**src/rtl/tt_sweep_ctrl.sv**
```systemverilog
// tt_sweep_ctrl: truth-table sweep sequencer for a 3-input, 1-output logic block.
// Drives rows 000..111, settles, samples, builds an 8-bit code (row 000 = MSB),
// and compares it against EXPECTED.
// Optional feature macro: TT_SWEEP_STABLE_CHECK_EN. When it is defined, the
// block output is also registered on the last settle cycle of each row, and a
// row is flagged unstable if the output moved between that cycle and the
// sample cycle.

module tt_sweep_ctrl #(
  parameter int unsigned SETTLE_CYCLES = 4,
  parameter logic [7:0]  EXPECTED      = 8'hDA
) (
  input  logic       clk,
  input  logic       rst,
  input  logic       start,
  input  logic       dut_out,
  output logic [2:0] dut_in,
  output logic       busy,
  output logic       done,
  output logic       pass,
  output logic [7:0] result,
  output logic [7:0] fail_mask,
  output logic [7:0] unstable_mask
);

  localparam int unsigned CNT_W = $clog2(SETTLE_CYCLES + 1);
  localparam int unsigned ROW_W = 3;
  localparam int unsigned TT_W  = 8;

  localparam logic [CNT_W-1:0] CNT_RELOAD = CNT_W'(SETTLE_CYCLES - 1);
  localparam logic [ROW_W-1:0] LAST_ROW   = ROW_W'(7);

  typedef enum logic [1:0] {
    ST_IDLE,
    ST_SETTLE,
    ST_SAMPLE,
    ST_DONE
  } state_t;

  state_t            state_q;
  logic [CNT_W-1:0]  cnt_q;
  logic [ROW_W-1:0]  row_q;
  logic              busy_q;
  logic              done_q;
  logic              pass_q;
  logic [TT_W-1:0]   result_q;
  logic [TT_W-1:0]   fail_q;

  logic [ROW_W-1:0]  bit_idx_c;
  logic [TT_W-1:0]   result_d;
  logic              pass_d;

`ifdef TT_SWEEP_STABLE_CHECK_EN
  logic              settle_ref_q;
  logic [TT_W-1:0]   unstable_q;
  logic [TT_W-1:0]   unstable_d;
`endif

  // Row k lands in bit 7-k so that row 000 becomes the MSB of the code
  assign bit_idx_c = LAST_ROW - row_q;

  // Result, stability mask and verdict as they will be after this row's sample
  always_comb begin
    result_d            = result_q;
    result_d[bit_idx_c] = dut_out;
`ifdef TT_SWEEP_STABLE_CHECK_EN
    unstable_d = unstable_q;
    if (dut_out != settle_ref_q) begin
      unstable_d[bit_idx_c] = 1'b1;
    end
    pass_d = (result_d == EXPECTED) && (unstable_d == '0);
`else
    pass_d = (result_d == EXPECTED);
`endif
  end

  // Sweep sequencer: state, settle counter, row index and all registered outputs
  always_ff @(posedge clk or posedge rst) begin
    if (rst) begin
      state_q  <= ST_IDLE;
      cnt_q    <= '0;
      row_q    <= '0;
      busy_q   <= 1'b0;
      done_q   <= 1'b0;
      pass_q   <= 1'b0;
      result_q <= '0;
      fail_q   <= '0;
`ifdef TT_SWEEP_STABLE_CHECK_EN
      settle_ref_q <= 1'b0;
      unstable_q   <= '0;
`endif
    end else begin
      case (state_q)
        ST_IDLE, ST_DONE: begin
          if (start) begin
            state_q  <= ST_SETTLE;
            cnt_q    <= CNT_RELOAD;
            row_q    <= '0;
            busy_q   <= 1'b1;
            done_q   <= 1'b0;
            pass_q   <= 1'b0;
            result_q <= '0;
            fail_q   <= '0;
`ifdef TT_SWEEP_STABLE_CHECK_EN
            unstable_q <= '0;
`endif
          end
        end

        ST_SETTLE: begin
          if (cnt_q == '0) begin
            state_q <= ST_SAMPLE;
`ifdef TT_SWEEP_STABLE_CHECK_EN
            settle_ref_q <= dut_out;
`endif
          end else begin
            cnt_q <= cnt_q - CNT_W'(1);
          end
        end

        ST_SAMPLE: begin
          result_q <= result_d;
`ifdef TT_SWEEP_STABLE_CHECK_EN
          unstable_q <= unstable_d;
`endif
          if (row_q != LAST_ROW) begin
            row_q   <= row_q + ROW_W'(1);
            cnt_q   <= CNT_RELOAD;
            state_q <= ST_SETTLE;
          end else begin
            state_q <= ST_DONE;
            busy_q  <= 1'b0;
            done_q  <= 1'b1;
            pass_q  <= pass_d;
            fail_q  <= result_d ^ EXPECTED;
          end
        end

        default: begin
          state_q <= ST_IDLE;
        end
      endcase
    end
  end

  // Output mapping
  assign dut_in    = row_q;
  assign busy      = busy_q;
  assign done      = done_q;
  assign pass      = pass_q;
  assign result    = result_q;
  assign fail_mask = fail_q;

`ifdef TT_SWEEP_STABLE_CHECK_EN
  assign unstable_mask = unstable_q;
`else
  assign unstable_mask = '0;
`endif

endmodule

```
**config.mk**
```make
export PLATFORM = sky130hd
export DESIGN_NAME = tt_sweep_ctrl
export DESIGN_NICKNAME = d
export VERILOG_FILES = /design/src/rtl/tt_sweep_ctrl.sv
export SDC_FILE = /design/constraint.sdc
export NUM_CORES = 1
export LEC_CHECK = 0
export ABC_AREA = 1
export CAP_MARGIN = 5
export CORE_ASPECT_RATIO = 0.5
export CORE_MARGIN = 4
export CORE_UTILIZATION = 45
export CTS_CLUSTER_DIAMETER = 30
export CTS_CLUSTER_SIZE = 24
export DETAILED_ROUTE_END_ITERATION = 10
export PLACE_DENSITY = 0.75
export SLEW_MARGIN = 30
export SYNTH_ARGS = -nofsm -noshare
export SYNTH_HDL_FRONTEND = slang
export SYNTH_SLANG_ARGS = --single-unit
```
**constraint.sdc**
```tcl
create_clock -name clk -period 1.5 [get_ports clk]
set_clock_uncertainty 0.15 [all_clocks]
set_input_delay 0.375 -clock clk [delete_from_list [all_inputs] [get_ports clk]]
set_output_delay 0.375 -clock clk [all_outputs]
set_load 0.05 [all_outputs]
```
# Word level (Yosys, flattened, before mapping)
# Cells that the tools add are included.
op_classes:
  n_addsub: 3
  n_lt_le_gt_ge: 2
  eq_ne: 10
  mux: 26
  n_bitwise: 1
  n_reduce_logical: 10
ops:
  columns: ["operator", "n"]
  rows:
  - ["$pmux 8 s2", 2]
  - ["$mux 8", 2]
  - ["$mux 3", 5]
  - ["$ne 2x2->1 const B", 5]
  - ["$pmux 3 s3", 1]
  - ["$reduce_and 3->1", 3]
  - ["$bwmux 8", 1]
  - ["$eq 8x8->1 const B", 1]
  - ["$mux 1", 6]
  - ["$mux 2", 3]
  - ["$pmux 1 s2", 3]
  - ["$pmux 2 s3", 1]
  - ["$pmux 3 s2", 1]
  - ["$not 5->5", 1]
  - ["$eq 2x2->1 const B", 2]
  - ["$lt 3x4->1 const B", 1]
  - ["$reduce_and 2->1", 2]
  - ["$add 3x1->3 const B", 1]
  - ["$demux 1 s3", 1]
  - ["$ge 3x1->1 const B", 1]
  - ["$logic_not 3->1", 1]
  - ["$ne 3x3->1 const B", 1]
  - ["$sub 3x1->3 const B", 1]
  - ["$sub 3x3->3 const A", 1]
  - ["other kinds (5)", 5]
word_totals:
  reg_bits: 27
  input_bits: 4
  word_cells: 60

# Logic depth before layout (Yosys ltp)
logic_depth:
  ltp_word: 9
  mapped_depth: 9

# Least setup slack after synthesis
# OpenSTA, ideal clock, no wires.
synth_path:
  kind: "reg-to-reg"
  start: "register row_q[1] (netlist: dut_in[1])"
  end: "register fail_q[0] (netlist: fail_mask[0])"
  setup_ns: 0.122
  t_arrival_ns: 1.551
  required_time_ns: 1.228
  slack_ns: -0.324
  stages_incl_launch_ff: 9
  path_buffers: 1
  period_less_slack_ns: 1.824
  cell_sequence: "dfrtp_1 -> ha_1 -> ha_1 -> inv_1 -> nand2_1 -> nand2_4 -> buf_6 -> nand2_1 -> o21ai_1"
synth_between:
  elab_chain_cells: 8
synth_rtl:
  columns: ["item", "line", "rtl"]
  rows:
  - ["from (decl)", "42", "logic [ROW_W-1:0] row_q;"]
  - ["from (signal assigned)", "127", "row_q <= row_q + ROW_W'(1);"]
  - ["$sub 3x3->3", "60", "assign bit_idx_c = LAST_ROW - row_q;"]
  - ["$lt 3x4->1 (not written as such) or $ge 3x1->1 (tied branches)", "65", "result_d[bit_idx_c] = dut_out;"]
  - ["$logic_and 1x1->1 (not written as such)", "65", null]
  - ["$mux 1 (not written as such)", "65", null]
  - ["$demux 1 s3", "65", null]
  - ["$bwmux 8", "65", null]
  - ["$mux 8", "126", "if (row_q != LAST_ROW) begin"]
  - ["$pmux 8 s2", "93", "case (state_q)"]
  - ["to (signal assigned)", "135", "fail_q <= result_d ^ EXPECTED;"]
  - ["to (decl)", "47", "logic [TT_W-1:0] fail_q;"]
# Several ways; a longest one is shown, not always the timed one. The select of a mux whose other input is x is not followed.
# A chain may end at the register's enable or synchronous reset.

# Worst setup path in the final report
layout_path:
  start: "register state_q[1]"
  end: "register fail_q[3] (netlist: fail_mask[3])"
layout_between:
  elab_chain_cells: 4
layout_rtl:
  columns: ["item", "line", "rtl"]
  rows:
  - ["from (decl)", "40", "state_t state_q;"]
  - ["from (signal assigned)", "80", "state_q <= ST_IDLE;"]
  - ["from (signal assigned)", "96", "state_q <= ST_SETTLE;"]
  - ["from (signal assigned)", "112", "state_q <= ST_SAMPLE;"]
  - ["$eq 2x2->1 or $logic_not 2->1 (tied branches)", "93", null]
  - ["$reduce_or 2->1", "93", null]
  - ["$ne 2x2->1 (no line) or $reduce_bool 2->1 (tied branches)", null, null]
  - ["$reduce_and 3->1 (no line)", null, null]
# Several ways; a longest one is shown, not always the timed one.

==> flow_metrics.env <==
export IMPL_worst_setup_path_start_kind="flop"
export IMPL_grt_start_max_net_pins=28
export IMPL_place_hpwl_um=2650
export IMPL_slew_violations=0
export IMPL_whs_ns=0.276
export IMPL_critPathKind="reg2reg"
export IMPL_status="complete, but fails checks"
export IMPL_wirelength_um=4090
export IMPL_gp_congestion=0.888
export IMPL_io_buffer_count=25
export IMPL_seqCellArea_um2=679
export IMPL_async_flop_share=1.00
export IMPL_p_per_area_mw_per_mm2=1420
export IMPL_fp_dieW_um=89.7
export IMPL_grt_use_total=0.183
export IMPL_cp_data_arrival_time_ns=1.65
export IMPL_cts_tree="done"
export IMPL_cts_max_level=1
export IMPL_area_growth_pct=59.1
export IMPL_crit_required_ns=1.52
export IMPL_timing_final_crit_share=1.09
export IMPL_hold_class="in2async"
export IMPL_peakVddDrop_uv=847
export IMPL_postCtsHoldBufs=0
export IMPL_grt_pass1_vias=1275
export IMPL_row_count=14
export IMPL_total_power_uw=3400
export IMPL_fp_coreArea_mm2=0.00310
export IMPL_synth_cell_types=23
export IMPL_dieArea_mm2=0.00438
export IMPL_first_iter_violations=186
export IMPL_synth_top_area_frac=0.450
export IMPL_initial_utilization=0.484
export IMPL_critPathMaxFanout=8
export IMPL_finalHoldViolCount=0
export IMPL_ctsRootBufferMaster="clkbuf_8"
export IMPL_nets=236
export IMPL_synth_cells=174
export IMPL_final_core_util=0.770
export IMPL_cp_end_kind="flop"
export IMPL_ys_seq_area_frac=0.450
export IMPL_wire_per_inst_um=15.5
export IMPL_max_cap_violations=0
export IMPL_violations="setup timing"
export IMPL_fin_ws_ns=-0.128
export IMPL_routed_via_density=5.37
export IMPL_fmax_mhz=614
export IMPL_p_leak_uw=0.00109
export IMPL_die_y_um=48.8
export IMPL_fillers=181
export IMPL_synthTopCellsByArea="dfrtp_1 (45%), nand2_1 (10%), ha_1 (5.8%)"
export IMPL_clkTransAtPathRegs_ns=0.09
export IMPL_rsz0062_at_grt="true"
export IMPL_synth_common_cells="nand2_1 (40), dfrtp_1 (27), inv_1 (15), nand3_1 (15)"
export IMPL_ys_flop_type="dfrtp_1"
export IMPL_rrSetupSlack_ns=-0.13
export IMPL_synth_seq_cells=27
export IMPL_multi_input_area_um2=805
export IMPL_setup_viol=27
export IMPL_synth_warnings=0
export IMPL_syn_cell_area_mm2=0.00150
export IMPL_grt_pass1_wl_um=6300
export IMPL_num_io_pins=34
export IMPL_layout_drive_gt1_share=0.455
export IMPL_cts_buffers=3
export IMPL_synth_edf_count=0
export IMPL_synth_avg_cell_area_um2=8.62
export IMPL_clk_latency_ns=0.28
export IMPL_yosysMostFrequentCell="nand2_1"
export IMPL_antenna_cells=0
export IMPL_num_vias=1417
export IMPL_synth_top_area_cell="dfrtp_1"
export IMPL_fin_crit_ns=1.63
export IMPL_first_pass_iters=4
export IMPL_post_place_ws_ns=-0.256
export IMPL_overflow=0
export IMPL_antenna_found_initial=0
export IMPL_drtAntennaViolNets=0
export IMPL_cts_sinks=27
export IMPL_drc_errors=0
export IMPL_cts_buffer_depth=2
[final timing paths]
kind,startpoint,end,depth (start not counted)
worst max-delay path,state_q[1],fail_mask[3],5
worst min register to register,cnt_q[0],cnt_q[0],3
worst max register to register,state_q[1],fail_mask[3],5
worst min-delay path,rst,state_q[1],3
max in group asynchronous,rst,dut_in[0],3
min in group clk,cnt_q[0],cnt_q[0],3
[sequential cells by signal (all words and copies together) (netlist names)]
| name | cells |
|---|---|
| busy | 1 |
| dut_in | 3 |
| state_q | 2 |
| cnt_q | 3 |
| result | 8 |
| done | 1 |
| fail_mask | 8 |
| pass | 1 |
[layer usage]
layer,vias to the layer above,share of wire,track usage
met5,-,0,0
met4,0,0.020,0.0520
met3,11,0.077,0.0405
met2,72,0.49,0.296
met1,672,0.41,0.245
li1,662,-,-
[power breakdown]
part / switching, µW / internal [µW]
sequential: 83.4 / 827
combinational: 1200 / 857
clock: 244 / 189
[critical path, cell delays in order (launching register included)]
cell     delay, ns
dfrtp_1       0.42
ha_4          0.31
nor2_2        0.06
nor2_4        0.20
nand2_4       0.14
a22o_1        0.24
[placed cells by master (no fill, tap or decap)]
master / n
o32ai_1: 1
nor2_4: 3
o22ai_1: 1
inv_1: 12
a21oi_2: 1
clkinvlp_4: 1
dfrtp_1: 24
o21ai_0: 3
o31ai_2: 1
ha_2: 2
o22ai_2: 1
o21ai_1: 7
conb_1: 8
buf_6: 7
inv_2: 4
nand4_1: 6
buf_12: 23
inv_6: 1
nor2_2: 4
o21ai_2: 6
clkbuf_8: 3
dfrtp_2: 3
clkdlybuf4s50_1: 3
ha_4: 3
nand2_8: 1
nand2_4: 4
nand3_1: 11
ha_1: 2
a21oi_1: 2
nor2_1: 4
nand2_1: 33
nand3_2: 4
a22o_1: 5
nand2_2: 7
buf_4: 18
inv_4: 5
[cell families (layout without fill, tap and decap cells)]
group,Yosys count,after routing,share of synthesized area
AO/OA/AOI/OAI,28,28,0.117
other,1,8,0.00250
buffers and inverters,35,77,0.133
AND/OR/NAND/NOR,76,77,0.239
flip-flops,27,27,0.450
adder cells (fa/ha/maj),7,7,0.0584
[through the flow]
step / TNS, ns / area, µm² / cells
finish: -1.46 / 2390 / 264
detailed placement: -4.30 / 2140 / 252
global route: -3.21 / 2390 / 264
CTS: -0.887 / 2280 / 261
global placement: -3.52 / 2140 / 252
floorplan: -0.510 / 1580 / 181
[area by class of cell]
class / count / share of cell area
Clock inverter: 1 / 0.00314
Multi-Input combinational cell: 120 / 0.337
Timing Repair Buffer: 51 / 0.295
Inverter: 22 / 0.0419
Tap cell: 40 / 0.0210
Clock buffer: 3 / 0.0173
Sequential cell: 27 / 0.285
[timing repair]
item | in CTS | in global routing
pin swaps | 5 | 8
endpoints found under the setup margin | 26 | 30
gates resized for setup | 17 | 26
buffers inserted | 4 | 3
gates cloned | 1 | 0
No activity file was read; power rests on OpenSTA's default activity.
